==> config.mk <==
export PLATFORM = sky130hd
export DESIGN_NAME = sort_input_loader
export DESIGN_NICKNAME = d
export VERILOG_FILES = /design/src/rtl/sort_pkg.sv /design/src/rtl/edge_rise_det.sv /design/src/rtl/sort_input_loader.sv
export SDC_FILE = /design/constraint.sdc
export NUM_CORES = 1
export LEC_CHECK = 0
export BUFFER_PORTS_ARGS = -buffer_cell sky130_fd_sc_hd__buf_4
export CAP_MARGIN = 20
export CORE_ASPECT_RATIO = 1.1
export CORE_MARGIN = 5
export CORE_UTILIZATION = 53
export DETAILED_ROUTE_END_ITERATION = 8
export GPL_ROUTABILITY_DRIVEN = 1
export PLACE_DENSITY_LB_ADDON = 0.08
export SLEW_MARGIN = 20
export SYNTH_ARGS = -nofsm -noshare
export SYNTH_HDL_FRONTEND = slang
export SYNTH_SLANG_ARGS = --single-unit
export TNS_END_PERCENT = 50
==> constraint.sdc <==
create_clock -name i_clk -period 2.9 [get_ports i_clk]
set_input_delay 0.435 -clock i_clk [delete_from_list [all_inputs] [get_ports i_clk]]
set_output_delay 0.435 -clock i_clk [all_outputs]
set_load 0.01 [all_outputs]
==> src/rtl/sort_pkg.sv <==
// Shared types and helpers for the bubble-sort datapath (loader and sorter bench).
package sort_pkg;

  // Loader handshake phases: collect words, pulse start, wait for the sorter.
  typedef enum logic [1:0] {
    FILL  = 2'd0,
    START = 2'd1,
    WAIT  = 2'd2
  } loader_state_e;

  localparam int unsigned PAD_MAX_W = 64;

  // Pad word for unused slots: all ones, so pads sort to the top of the array.
  function automatic logic [PAD_MAX_W-1:0] pad_val(input int unsigned size_data);
    return {PAD_MAX_W{1'b1}} >> (PAD_MAX_W - size_data);
  endfunction

  // Bits needed to hold a count of 0..num_vals.
  function automatic int unsigned cnt_width(input int unsigned num_vals);
    return $clog2(num_vals + 1);
  endfunction

endpackage

==> src/rtl/edge_rise_det.sv <==
// Registered rising-edge detector: flags a 0->1 transition of din.
module edge_rise_det (
  input  logic clk,
  input  logic rst,
  input  logic din,
  output logic rise_c
);

  logic din_q;

  // Remember last sampled level of din.
  always_ff @(posedge clk or posedge rst) begin
    if (rst) din_q <= 1'b0;
    else     din_q <= din;
  end

  assign rise_c = din & ~din_q;

endmodule

==> src/rtl/sort_input_loader.sv <==
// Collects a batch of stream words into the sorter's packed input vector,
// pads short batches, pulses start and holds data until the sorter is done.
module sort_input_loader
  import sort_pkg::*;
#(
  parameter int unsigned SIZE_DATA = 8,
  parameter int unsigned NUM_VALS  = 8
) (
  input  logic                                i_clk,
  input  logic                                i_rst,
  input  logic                                i_valid,
  input  logic [SIZE_DATA-1:0]                i_data,
  input  logic                                i_last,
  output logic                                o_ready,
  output logic [NUM_VALS-1:0][SIZE_DATA-1:0]  o_data,
  output logic                                o_start,
  input  logic                                i_done,
  output logic [$clog2(NUM_VALS+1)-1:0]       o_count,
  output logic                                o_busy
);

  localparam int unsigned IDX_W = $clog2(NUM_VALS);
  localparam int unsigned CNT_W = cnt_width(NUM_VALS);
  localparam logic [SIZE_DATA-1:0] PAD_WORD = SIZE_DATA'(pad_val(SIZE_DATA));

  loader_state_e                       state_q, state_n;
  logic [IDX_W-1:0]                    idx_q, idx_n;
  logic [NUM_VALS-1:0][SIZE_DATA-1:0]  data_n;
  logic [CNT_W-1:0]                    count_n;
  logic                                start_n;
  logic                                busy_n;
  logic                                close_c;
  logic                                done_rise_c;

  // Only a fresh rising edge of done may release a waiting batch.
  edge_rise_det u_done_edge (
    .clk    (i_clk),
    .rst    (i_rst),
    .din    (i_done),
    .rise_c (done_rise_c)
  );

  // Ready is a pure function of state, forced low during reset.
  assign o_ready = (state_q == FILL) & ~i_rst;

  // Next-state and next-output computation.
  always_comb begin
    state_n = state_q;
    idx_n   = idx_q;
    data_n  = o_data;
    count_n = o_count;
    start_n = 1'b0;
    busy_n  = 1'b0;
    close_c = (idx_q == IDX_W'(NUM_VALS - 1)) | i_last;

    case (state_q)
      FILL: begin
        if (i_valid) begin
          for (int i = 0; i < int'(NUM_VALS); i++) begin
            if (IDX_W'(i) == idx_q) begin
              data_n[i] = i_data;
            end else if (close_c && (IDX_W'(i) > idx_q)) begin
              data_n[i] = PAD_WORD;
            end
          end
          count_n = CNT_W'(idx_q) + CNT_W'(1);
          if (close_c) begin
            state_n = START;
            start_n = 1'b1;
          end else begin
            idx_n = idx_q + IDX_W'(1);
          end
        end
      end
      START: begin
        state_n = WAIT;
        busy_n  = 1'b1;
      end
      WAIT: begin
        if (done_rise_c) begin
          state_n = FILL;
          idx_n   = '0;
          count_n = '0;
        end else begin
          busy_n = 1'b1;
        end
      end
      default: begin
        state_n = FILL;
        idx_n   = '0;
        count_n = '0;
      end
    endcase
  end

  // State and registered outputs.
  always_ff @(posedge i_clk or posedge i_rst) begin
    if (i_rst) begin
      state_q <= FILL;
      idx_q   <= '0;
      o_data  <= '0;
      o_count <= '0;
      o_start <= 1'b0;
      o_busy  <= 1'b0;
    end else begin
      state_q <= state_n;
      idx_q   <= idx_n;
      o_data  <= data_n;
      o_count <= count_n;
      o_start <= start_n;
      o_busy  <= busy_n;
    end
  end

endmodule

After elaboration in Yosys (flattened, before gate mapping)
Index checks and enable logic that the tools add are counted.

cells by class
  equal/unequal tests = 14
  bitwise gates (word level) = 6
  reductions and logical operators = 29
  add/subtract/negate cells = 2
  multiplexer cells = 32
  $lt $le $gt $ge = 8

operators by type and width
  kind                   count
  $mux W8                16
  $reduce_and A3 Y1      10
  $reduce_bool A2 Y1     8
  $eq A3 B3 Y1 const A   4
  $gt A3 B3 Y1 const A   4
  $pmux W4 S3            1
  $mux W3                3
  $pmux W3 S3            1
  $logic_and A1 B1 Y1    8
  $mux W4                2
  $ne A2 B2 Y1 const B   4
  $eq A2 B3 Y1 const A   2
  $gt A1 B3 Y1 const A   2
  $gt A2 B3 Y1 const A   2
  $mux W2                3
  $pmux W2 S3            1
  $add A3 B1 Y4 const B  1
  $mux W1                4
  $reduce_and A4 Y1      1
  $add A3 B1 Y3 const B  1
  $eq A1 B3 Y1 const A   1
  $eq A3 B3 Y1 const B   1
  $logic_not A3 Y1       1
  $not A1 Y1             3
  6 further kinds        7

word-level totals
  logic and storage cells = 105
  register bits = 76

Depth between registers and ports, before layout
  depth in word-level cells = 5
  depth in mapped cells = 8
  depth with buffers taken out = 5

By module
A second synthesis with hierarchy kept.

unflattened totals
  cells, all modules = 261
  area total of the unflattened synthesis = 3,263.1 µm²

modules (own cells, without submodules)
  module             area an instance (µm²)  cells an instance  instances
  sort_input_loader  3,220.6                 258                1
  edge_rise_det      42.5                    3                  1

Worst setup path after synthesis
OpenSTA, ideal clock, no wires.

  path type = register to register
  start = register idx_q[0]
  end = register idx_q[0]
  path slack = 1,095 ps
  data arrival time = 1,669 ps
  clock period less this slack = 1,805 ps
  setup time = 136 ps
  stages on the path, launching flop included = 7
  cells stage by stage = dfrtp_1 -> ha_1 -> ha_1 -> buf_2 -> or3b_4 -> a221oi_2 -> o32ai_1

between the ends
  longest elaborated chain between the ends = 4
  elaborated cells on any way between the ends = 8

ends and longest elaborated chain
  element                                                  line                                              source
  from (decl)                                              sort_input_loader.sv:27                           logic [IDX_W-1:0] idx_q, idx_n;
  from (signal assigned)                                   sort_input_loader.sv:107                          idx_q <= idx_n;
  $add A3 B1 Y3 / $eq A3 B3 Y1 (equally long branches)     sort_input_loader.sv:71, sort_input_loader.sv:54
  $mux W3 / $or A1 B1 Y1 (equally long branches)           sort_input_loader.sv:67, sort_input_loader.sv:54
  $mux W3 / $ne A2 B2 Y1 (equally long branches)           --
  $pmux W3 S3 / $reduce_and A4 Y1 (equally long branches)  --

Parallel ways exist; a longest one is shown, timed or not. The select of a mux whose other input is x is not followed.
A chain may end at the register's enable or synchronous reset.

Worst setup path in the final report
  start = register idx_q[0]
  end = register o_data[39] (netlist name)

between the ends
  longest elaborated chain between the ends = 5
  elaborated cells on any way between the ends = 8

ends and longest elaborated chain
  element                                               line                      source
  branches (longest 5 deep; another with $gt A3 B3 Y1)  --
  to (signal assigned)                                  sort_input_loader.sv:108  o_data <= data_n;
  to (decl)                                             sort_input_loader.sv:15   output logic [NUM_VALS-1:0][SIZE_DATA-1:0] o_data,

Parallel ways; which one is timed is not known.

==> out/results.ini <==
[outcome]
status = complete, no violations

[synth]
synth_area_leaders = dfrtp_1 58%, o22a_1 6.4%, nor2_1 4.6%
synth_ff_type = dfrtp_1
synth_top_area_share_pct = 57.8
ys_async_sr_fraction_pct = 100
synth_area_per_cell_um2 = 11.3
synth_edf_count = 0
syn_inst = 290
syn_nets = 311
ys_types = 41
synth_top_cells_by_count = 76 x dfrtp_1, 40 x nor2_1, 24 x inv_1, 24 x o22a_1, 18 x a21oi_1
synth-seq-area-share_pct = 57.8
synth.cell_area_um2 = 3290
yosysMostFrequentCell = dfrtp_1
ys_warn_count = 0
yosysTopAreaCell = dfrtp_1
synth_seq_cells = 76

[finish]
finalCoreUtilization_pct = 68.4
drive_above_1_share_pct = 29.4
post-route-cell-area_um2 = 4180
n_antenna_cell = 0
area_growth_pct = 27.1
nets = 390

[grt]
grt_usage_pct = 21.9
grt_pass1_vias = 2586
grt_max_degree = 47
antenna_found_initial = 0
grt_pass1_wl_mm = 13.6
grt-ovfl-total = 0

[placed_design]
hpwl_mm = 5.66
globalplace.congestion = 0.818
port_buffers = 83
placed_cell_area_um2 = 3950
pre_cts_slack_ns = 0.449

[clock_tree]
clk_path_buf_depth = 2
cts_buffers = 9
postCtsSetupBuffers = 0
cts_tree = built
cts.repair.resized = 0
clk_pin_slew_ns = 0.08
ctsHoldBuffers = 0
insertion_delay_ns = 0.35
htree_levels = 3
numClockSinks = 76
root_buffer = clkbuf_8

[timing]
maxSlewHeadroom_pct = 54.2
setup_slack_ns = 0.423
rsz0062_at_grt = false
report.final.hold_viol_count = 0
final_max_slew_viol_count = 0
fin_setup_tns_ns = 0
tightest_slew_ns = 0.685
finalSetupViolCount = 0
post-route-period-util_pct = 85.4
fmaxAchievable_mhz = 404
clock_skew_ns = 0.00808
period_minus_slack_ns = 2.48

[worst_hold_path]
hp-class = input pin to async pin

[run]
maxCapViolCount = 0

[critical_path]
crit_type = flip-flop to flip-flop
critPathLaunchType = flip-flop
cp.arrival_ns = 2.74
reg2reg_depth = 5
worstSetupStartpoint = idx_q[0]
endpoint = o_data[39]
path_max_fanout = 13
required_ns = 3.16
r2r_start = idx_q[0]
cp-end-kind = flip-flop
reg2reg_to = o_data[39]
rrSetupSlack_ns = 0.42

[power_and_ir_drop]
powerDensity_nw_per_um2 = 906
vdd_drop_max_v = 0.000427
power_mw = 3.79
leakagePower_nw = 1.80

[floorplanning]
row_count = 30
fp.dieArea_um2 = 7890
initial_utilization_pct = 53.8
io_pins = 84
die_h_um = 92.6
core_area_um2 = 6120
fp.dieW_um = 85.1

[detailed_routing]
drcViolationCount = 0
num_vias = 2518
wire_per_inst_um = 17.7
drt_iter0_markers = 186
wl_mm = 8.05
final_antenna_net_count = 0
first_pass_iters = 5
viasPerCell = 5.55

## placed cells by master (no fill, tap or decap), drive strengths merged, types with 2 or more instances in the layout
master | synthesis | routed
inv | 24 | 25
a211o | 3 | 3
a32o | 2 | 2
nor2b | 3 | 3
o22a | 24 | 24
a31oi | 8 | 8
mux2 | 2 | 2
o21ai | 2 | 2
clkbuf | 6 | 10
nor2 | 40 | 40
dfrtp | 76 | 76
a22oi | 17 | 17
nand4 | 2 | 2
a21o | 2 | 2
ha | 8 | 8
a21oi | 18 | 18
buf | 11 | 85
and4b | 2 | 2
o32ai | 2 | 2
nand3 | 3 | 3
and2 | 3 | 3
nand2 | 7 | 7
bufinv | 0 | 3
a2111oi | 2 | 2
mux2i | 10 | 10
## worst max-delay path, stage by stage, from the launching register on
cell     delay, ns
dfrtp_1       0.55
ha_1          0.22
ha_1          0.39
o211a_1       0.45
a32o_1        0.51
mux2i_1       0.27
## flip-flops by register name, indices dropped and copies added, names as in the netlist
register           flops
idx_q                  3
o_busy                 1
o_count                4
o_data                64
o_start                1
state_q                2
u_done_edge.din_q      1
## worst min path at each step
| stage | from | endpoint | slack, ns | cells after the start |
|---|---|---|---|---|
| floorplan | i_done | u_done_edge.din_q | 0.47 | 0 |
| global placement | o_data[14] | o_data[14] | 0.47 | 1 |
| detailed placement | o_data[29] | o_data[29] | 0.48 | 1 |
| CTS | i_done | u_done_edge.din_q | 0.19 | 1 |
| global route | i_done | u_done_edge.din_q | 0.20 | 1 |
| finish | i_rst | u_done_edge.din_q | 0.20 | 2 |
## logic make-up (layout without fill, tap and decap cells)
kind of cell	count (synthesis)	after routing	synth area share, %
muxes	12	12	3.73
and+or+nand+nor	67	67	10.0
adders and majority gates	8	8	3.04
DFF	76	76	57.8
AOI/OAI and AO/OA	86	86	19.8
buffers and inverters	41	125	5.67
## stage by stage
stage	std cells	hold WS, ns
2_1_floorplan	290	0.466
3_3_place_gp	438	0.474
3_5_place_dp	438	0.479
4_1_cts	454	0.194
5_1_grt	454	0.196
6_report	454	0.199
## power breakdown
group,internal (mW),switching [mW]
sequential,1.30,0.179
clock,0.574,0.403
combinational,0.629,0.708
## routing by layer
layer  GRT usage (%)  part of all wire, %  up-vias
met5               0                    0        -
met4            6.99                  1.2        0
met3            6.05                  5.8        9
met2            32.8                   48       77
met1            30.8                   45     1232
li1                -                    -     1200
## final cells by class
| class | instances | area (um^2) |
|---|---|---|
| multi-input cells | 173 | 1200 |
| repair buffers | 85 | 651 |
| inverters | 24 | 90.1 |
| clock buffers | 10 | 128 |
| flip-flops and latches | 76 | 1900 |
| well taps | 80 | 100 |
| clock inverters | 6 | 111 |
| fillers | 476 | 1930 |
No activity file was read; power rests on OpenSTA's default activity.
